`src/rtl/chaotic_iter_driver.sv`:
```
// chaotic_iter_driver: drives the chaotic-system iteration handshake and
// turns each post-transient state triple into a FIFO-buffered output word.
//
// Ports:
//   clk, rst            clock, asynchronous active-high reset
//   enable              level; allows new iterations to be issued
//   calcu_ctrl          registered one-cycle iteration request pulse
//   busy                iteration block busy; blocks issue while high
//   n1_valid            one-cycle result strobe from the iteration block
//   xn1, yn1, zn1       iteration results (raw bits)
//   out_valid           FIFO not empty
//   out_ready           sink accepts out_data
//   out_data            FIFO head word (show-ahead)
//   fifo_level          FIFO occupancy
//   skip_done           all transient iterations have been discarded
//   err_timeout         sticky: an iteration never returned a result
module chaotic_iter_driver #(
   parameter int DATA_WIDTH = 64,
   parameter int OUT_WIDTH  = 8,
   parameter int BIT_LSB    = 0,
   parameter int DEPTH      = 4,
   parameter int SKIP_COUNT = 16,
   parameter int TIMEOUT    = 1023
) (
   input  logic                    clk,
   input  logic                    rst,
   input  logic                    enable,
   output logic                    calcu_ctrl,
   input  logic                    busy,
   input  logic                    n1_valid,
   input  logic [DATA_WIDTH-1:0]   xn1,
   input  logic [DATA_WIDTH-1:0]   yn1,
   input  logic [DATA_WIDTH-1:0]   zn1,
   output logic                    out_valid,
   input  logic                    out_ready,
   output logic [OUT_WIDTH-1:0]    out_data,
   output logic [$clog2(DEPTH):0]  fifo_level,
   output logic                    skip_done,
   output logic                    err_timeout
);

   localparam int AW = $clog2(DEPTH);
   localparam int LW = AW + 1;
   localparam int TW = $clog2(TIMEOUT + 1);
   localparam int SW = (SKIP_COUNT < 1) ? 1 : $clog2(SKIP_COUNT + 1);

   localparam logic [TW-1:0] TMR_LAST  = TW'(TIMEOUT - 1);
   localparam logic [SW-1:0] SKIP_LAST =
      SW'((SKIP_COUNT > 0) ? (SKIP_COUNT - 1) : 0);
   localparam logic [LW-1:0] LVL_FULL  = LW'(DEPTH);
   localparam logic          SKIP_INIT = (SKIP_COUNT == 0);

   typedef enum logic [1:0] {
      S_IDLE,
      S_PULSE,
      S_WAIT
   } state_t;

   state_t          state_q, state_d;
   logic            calcu_ctrl_q, calcu_ctrl_d;
   logic [TW-1:0]   timer_q, timer_d;
   logic [SW-1:0]   skip_cnt_q, skip_cnt_d;
   logic            skip_done_q, skip_done_d;
   logic            err_q, err_d;
   logic [AW-1:0]   wr_ptr_q, wr_ptr_d;
   logic [AW-1:0]   rd_ptr_q, rd_ptr_d;
   logic [LW-1:0]   level_q, level_d;

   logic [OUT_WIDTH-1:0] fifo_mem_q [DEPTH];

   logic                 issue_ok;
   logic                 in_wait;
   logic                 capture;
   logic                 tmr_expired;
   logic                 push;
   logic                 pop;
   logic [OUT_WIDTH-1:0] word;
   logic                 unused_bits;

   assign word = xn1[BIT_LSB +: OUT_WIDTH]
               ^ yn1[BIT_LSB +: OUT_WIDTH]
               ^ zn1[BIT_LSB +: OUT_WIDTH];

   // Only a slice of each state word feeds the output.
   assign unused_bits = ^{xn1, yn1, zn1};

   // Once transients are skipped, every capture pushes unconditionally,
   // so issue must be held off until a free slot is guaranteed.
   assign issue_ok = enable & ~busy
                   & (~skip_done_q | (level_q < LVL_FULL));

   assign in_wait     = (state_q == S_WAIT);
   assign capture     = in_wait & n1_valid;
   assign tmr_expired = in_wait & ~n1_valid & (timer_q == TMR_LAST);

   assign push = capture & skip_done_q;
   assign pop  = (level_q != '0) & out_ready;

   // State register
   always_ff @(posedge clk or posedge rst) begin
      if (rst) begin
         state_q <= S_IDLE;
      end else begin
         state_q <= state_d;
      end
   end

   // Next-state logic
   always_comb begin
      state_d = state_q;
      unique case (state_q)
         S_IDLE: begin
            if (issue_ok) begin
               state_d = S_PULSE;
            end
         end
         S_PULSE: begin
            state_d = S_WAIT;
         end
         S_WAIT: begin
            if (n1_valid || tmr_expired) begin
               state_d = S_IDLE;
            end
         end
         default: begin
            state_d = S_IDLE;
         end
      endcase
   end

   // Outputs, timer, skip counter and FIFO bookkeeping
   always_comb begin
      // Registered from the next state so the pulse lines up with PULSE.
      calcu_ctrl_d = (state_d == S_PULSE);

      timer_d = timer_q;
      if (state_q == S_PULSE) begin
         timer_d = '0;
      end else if (in_wait) begin
         timer_d = timer_q + TW'(1);
      end

      err_d = err_q | tmr_expired;

      skip_cnt_d  = skip_cnt_q;
      skip_done_d = skip_done_q;
      if (capture && !skip_done_q) begin
         skip_cnt_d = skip_cnt_q + SW'(1);
         if (skip_cnt_q == SKIP_LAST) begin
            skip_done_d = 1'b1;
         end
      end

      wr_ptr_d = wr_ptr_q;
      if (push) begin
         wr_ptr_d = wr_ptr_q + AW'(1);
      end

      rd_ptr_d = rd_ptr_q;
      if (pop) begin
         rd_ptr_d = rd_ptr_q + AW'(1);
      end

      level_d = level_q;
      unique case ({push, pop})
         2'b10:   level_d = level_q + LW'(1);
         2'b01:   level_d = level_q - LW'(1);
         default: level_d = level_q;
      endcase
   end

   always_ff @(posedge clk or posedge rst) begin
      if (rst) begin
         calcu_ctrl_q <= 1'b0;
         timer_q      <= '0;
         skip_cnt_q   <= '0;
         skip_done_q  <= SKIP_INIT;
         err_q        <= 1'b0;
         wr_ptr_q     <= '0;
         rd_ptr_q     <= '0;
         level_q      <= '0;
      end else begin
         calcu_ctrl_q <= calcu_ctrl_d;
         timer_q      <= timer_d;
         skip_cnt_q   <= skip_cnt_d;
         skip_done_q  <= skip_done_d;
         err_q        <= err_d;
         wr_ptr_q     <= wr_ptr_d;
         rd_ptr_q     <= rd_ptr_d;
         level_q      <= level_d;
      end
   end

   // Storage needs no reset: stale entries are masked by level_q.
   always_ff @(posedge clk) begin
      if (push) begin
         fifo_mem_q[wr_ptr_q] <= word;
      end
   end

   assign calcu_ctrl  = calcu_ctrl_q;
   assign out_valid   = (level_q != '0);
   assign out_data    = out_valid ? fifo_mem_q[rd_ptr_q] : '0;
   assign fifo_level  = level_q;
   assign skip_done   = skip_done_q;
   assign err_timeout = err_q;

endmodule

```
`config.mk`:
```
export PLATFORM = sky130hd
export DESIGN_NAME = chaotic_iter_driver
export DESIGN_NICKNAME = d
export VERILOG_FILES = /design/src/rtl/chaotic_iter_driver.sv
export SDC_FILE = /design/constraint.sdc
export NUM_CORES = 1
export LEC_CHECK = 0
export CORE_AREA = 10 10 99 101
export DETAILED_ROUTE_END_ITERATION = 16
export DIE_AREA = 0 0 109 111
export PLACE_DENSITY = 0.85
export SLEW_MARGIN = 20
export SYNTH_ARGS = -nofsm -noshare
export SYNTH_HDL_FRONTEND = slang
export SYNTH_SLANG_ARGS = --single-unit
```
`constraint.sdc`:
```
create_clock -name clk -period 3.45 [get_ports clk]
set_input_delay 0.8625 -clock clk [delete_from_list [all_inputs] [get_ports clk]]
set_output_delay 0.8625 -clock clk [all_outputs]
set_load 0.03 [all_outputs]
```
* Word level (Yosys, flattened, before mapping)
Memories as Yosys holds them, arrays and structs flattened.
Cells that the tools add are included.
** Word-level totals
- Word-level logic and storage cells :: 55
- Memories kept :: 1
- Output and inout port bits :: 15
- Register bits after elaboration :: 27
- Bits in writable memories :: 32
** Operators by class
- Add/subtract/negate cells :: 6
- Equal/unequal tests :: 7
- Muxes and demuxes :: 9
- Bitwise operators :: 14
- Reduce and logical (&&, ||, !) cells :: 8
- Order comparisons :: 1
** Memory list
- fifo_mem_q :: words 4, bits a word 8, read ports 1, clocked after memory_dff 0, write ports 1, RTL line 69 : logic [OUT_WIDTH-1:0] fifo_mem_q [DEPTH];
** Operator list (number)
- 10-bit 2-to-1 mux :: 2
- 8-bit XOR :: 2
- 10-bit by 1-bit adder with 10-bit output, second input constant :: 1
- 10-bit == test, second input constant :: 1
- 8-bit 2-to-1 mux :: 1
- 1-bit AND :: 7
- 2-bit by 1-bit == test with 1-bit output, second input constant :: 3
- 2-bit case mux with 3 select lines :: 1
- 3-bit case mux with 2 select lines :: 1
- 5-bit by 1-bit adder with 5-bit output, second input constant :: 1
- 5-bit by 4-bit == test with 1-bit output, second input constant :: 1
- 2-bit by 1-bit adder with 2-bit output, second input constant :: 2
- 2-bit == test, second input constant :: 2
- 2-bit 2-to-1 mux :: 2
- 2-bit nonzero test :: 2
- 3-bit by 1-bit adder with 3-bit output, second input constant :: 1
- 3-bit < comparator, second input constant :: 1
- 1-bit NOT :: 3
- 3-bit nonzero test :: 1
- 3-bit by 1-bit subtractor with 3-bit output, second input constant :: 1
- 2-bit logical NOT :: 1
- 1-bit 2-to-1 mux :: 2
- 1-bit OR :: 2
- 2-bit AND reduction :: 1
- 3 further kinds :: 3

* Depth between registers and ports, before layout
- Depth in word-level cells :: 7
- Gate-level depth with buffers :: 11
- Depth with buffers taken out :: 10

* Worst setup path after synthesis
No wires, ideal clock.
- Path kind :: input -> register
- Start point :: in n1_valid
- End point :: reg level_q[2] (netlist: fifo_level[2])
- Stages on the path :: 9
- Slack :: 1.194 ns
- Arrival :: 2.175 ns
- Cell sequence :: and3_1 -> clkbuf_1 -> inv_1 -> ha_1 -> inv_1 -> fa_1 -> xor2_1 -> nor2_1 -> xor2_1
** On the way
- Word-level cells in the longest chain between the ends :: 4
** RTL lines
- from (decl) :: RTL line 30 : input logic n1_valid,
- 1-bit AND (*) :: RTL line 93 : assign capture = in_wait & n1_valid;
- 1-bit AND (*) :: RTL line 96 : assign push = capture & skip_done_q;
- 2-bit by 1-bit == test with 1-bit output or 2-bit == test (tied branches) :: RTL line 165 : unique case ({push, pop})
- 3-bit case mux with 2 select lines or 2-bit nonzero test (tied branches)
- to (signal assigned) :: RTL line 190 : level_q <= level_d;
- to (decl) :: RTL line 67 : logic [LW-1:0] level_q, level_d;
Mark *: on every way between the ends. The rest lies on a longest branch, timed or not.
A chain may end at the register's enable or synchronous reset.

* Worst setup path after layout
- Start point :: reg rd_ptr_q[0]
- End point :: out out_data[2]
** On the way
- Word-level cells in the longest chain between the ends :: 2
** RTL lines
- from (decl) :: RTL line 66 : logic [AW-1:0] rd_ptr_q, rd_ptr_d;
- from (signal assigned) :: RTL line 189 : rd_ptr_q <= rd_ptr_d;
- memory 4 x 8 bit
- 8-bit 2-to-1 mux :: RTL line 203 : assign out_data = out_valid ? fifo_mem_q[rd_ptr_q] : '0;
- to (decl) :: RTL line 36 : output logic [OUT_WIDTH-1:0] out_data,
Every way passes these cells.

==> key figures <==
Run status
  • Outcome: finished clean

STA
  • Period utilization: 0.932
  • Final setup viols: 0
  • Setup TNS: 0 ps
  • Worst slew pin tran: 414 ps
  • Slew Viols, Final: 0
  • RSZ-0062 raised after global routing: false
  • Rel. slew slack: 0.724
  • Final setup margin: 234 ps
  • F_max: 0.311 GHz
  • Tmin final: 3220 ps
  • Fin. Hold Viols: 0
  • Clock skew: 4.33 ps

Final layout
  • Synth-to-Final Area Change: 26.9%
  • Diodes inserted: 0
  • Layout cell share with drive strength beyond 1: 0.109
  • Nets@finish: 473

Synth
  • Synthesized Nets: 422
  • Unique masters post-synth: 40
  • Seq/Total Area, Yosys: 0.581
  • Mapped Area: 2820 µm²
  • Ys async rst share: 0.458
  • Dominant cell type by area after synthesis: edfxtp_1
  • Avg Cell Area, Syn: 13.4 µm²
  • Mapped Cells: 210
  • Ranking of synthesized cells by area: edfxtp_1 (34%), dfrtp_1 (24%), xnor2_1 (7.8%)
  • EDFF count, synth: 32
  • Syn. warnings: 0
  • Post-synth top area share: 0.341
  • Top_reg_cell synth: edfxtp_1
  • Synth Register Bits: 59

Setup path
  • Worst EP required: 2590 ps
  • CP endpoint kind: output pin
  • Worst-path maximum fanout: 6
  • WS Path Type: flip-flop to output pin
  • Worst setup SP type: flip-flop
  • R2R cell count: 10
  • WP data arrival: 2350 ps

Clock network
  • Clock-pin slew on the worst setup and hold paths: 60 ps
  • Maximum clock path buffer count: 2
  • Root buf cell: clkbuf_8
  • CTS H-tree depth: 3
  • CTS Buf Count: 9
  • Hold_buf cts: 0
  • Resize count post-CTS: 0
  • Post-CTS Setup Repair Bufs: 0
  • CTS tree: built
  • CTS Sinks: 59
  • Clock latency on the worst-skew pair: 340 ps

Routing
  • Via count: 1749
  • Drt via density: 4.71
  • TritonRoute pass-1 iters: 4
  • Drt first-iter violations: 106
  • Wire per inst: 14.7 µm
  • Drt drc: 0
  • Total wire length: 5.47 mm
  • Post-route ant nets: 0

Global routing
  • Largest net degree at the start of global routing: 28
  • Initial antenna violation count: 0
  • Total GRT Usage: 0.0950
  • First-pass GRT wire length: 8.91 mm
  • GRT overflow: 0
  • Vias in the first global route: 1849

Power and ir drop
  • Leak: 1.37 nW
  • VDD IR max: 0.235 mV
  • Pwr/cell area: 743 nW/µm²

Placement
  • IO Port Bufs: 44
  • Hpwl dp: 4.11 mm
  • GP Congestion: 0.747
  • Dpl ws: 564 ps

Run
  • Max_cap viols: 0

Die
  • Die area: 12100 µm²
  • Core box area: 7970 µm²
  • Initial Util: 0.353
  • DIE WIDTH: 109 µm
  • DIE HEIGHT: 111 µm
  • Std cell rows: 33
  • Ports: 213

Worst hold path
  • Hold/Removal Path Class: flip-flop to flip-flop
  • Hold-critical path depth: 1
-- critical path: stages (launching register included) --
cell and delay (ps):
dfrtp_1 500, buf_4 240, mux4_2 520, and2_1 170, clkdlybuf4s50_1 580
-- cell usage after synthesis (all sizes together) (4+ instances only) --
master	n
o21ai	8
edfxtp	32
xnor2	25
inv	12
a21oi	4
nor3	4
nand3	5
and2	13
nand2	14
ha	13
mux4	8
dfrtp	27
and3	5
nor2	5
-- metrics by stage --
step | power [mW] | instances | hold WS, ps | util | cell area [µm²]
floorplan | 1.68 | 210 | 438 | - | 2820
global placement | 1.99 | 355 | 452 | 0.423 | 3370
detailed placement | 2.03 | 355 | 456 | 0.423 | 3370
CTS | 2.69 | 371 | 471 | 0.448 | 3570
global route | 2.82 | 371 | 486 | 0.448 | 3570
finish | 2.66 | 371 | 465 | 0.448 | 3570
-- sequential cells by signal, summed over array words and instances (netlist names), 2 cells and up --
register	flops
state_q	2
skip_cnt_q	5
fifo_mem_q	32
rd_ptr_q	2
fifo_level	3
wr_ptr_q	2
timer_q	10
-- placed cells by master (no fill, tap or decap), types with 3 or more instances in the layout --
master,instances
or3_1,3
nand2_1,13
nand3_1,4
and3_1,5
mux2i_1,3
edfxtp_1,32
inv_1,11
and2_1,12
dfrtp_1,27
nor2_1,5
mux4_2,8
xor2_1,3
xnor2_1,25
clkbuf_8,9
clkinv_2,3
ha_1,13
a21oi_1,4
clkdlybuf4s50_1,44
nor3_1,4
o21ai_1,5
o21ai_0,3
o31ai_1,3
-- cells by family (layout without fill, tap and decap cells) --
kind of cell / after synthesis / after routing / share of synthesized area
flip-flops: 59 / 59 / 0.581
AND/OR/NAND/NOR: 56 / 56 / 0.108
multiplexers: 11 / 11 / 0.0747
adder cells (fa/ha/maj): 14 / 14 / 0.0649
buffers and inverters: 18 / 74 / 0.0284
XOR/XNOR: 28 / 28 / 0.0871
AO/OA/AOI/OAI: 24 / 24 / 0.0551
-- final timing paths --
kind / startpoint / slack (ps) / endpoint
max reg2reg: state_q[0] / 1230 / fifo_level[2]
max in group asynchronous: rst / 2300 / state_q[1]
max: rd_ptr_q[0] / 230 / out_data[2]
min: err_timeout / 460 / err_timeout
min in group asynchronous: rst / 890 / timer_q[2]
min reg2reg: err_timeout / 460 / err_timeout
-- cell type report --
| class | instances | area [µm²] |
|---|---|---|
| clock buffers | 9 | 124 |
| clock inverters | 7 | 82.6 |
| fillers | 718 | 4400 |
| inverters | 12 | 45.0 |
| multi-input cells | 133 | 1100 |
| flip-flops and latches | 59 | 1640 |
| well taps | 105 | 131 |
| repair buffers | 46 | 455 |
-- layer usage --
layer | vias to the layer above | part of all wire | GRT usage
met5 | - | 0 | 0
met2 | 38 | 0.48 | 0.146
met3 | 13 | 0.056 | 0.0355
met4 | 0 | 0.020 | 0.0501
li1 | 850 | - | -
met1 | 848 | 0.44 | 0.111
-- power by group --
part           total, mW  switching, mW  internal, mW
clock              0.657          0.259         0.397
sequential         0.981          0.126         0.855
combinational       1.02          0.542         0.477
No activity file was read; power rests on OpenSTA's default activity.
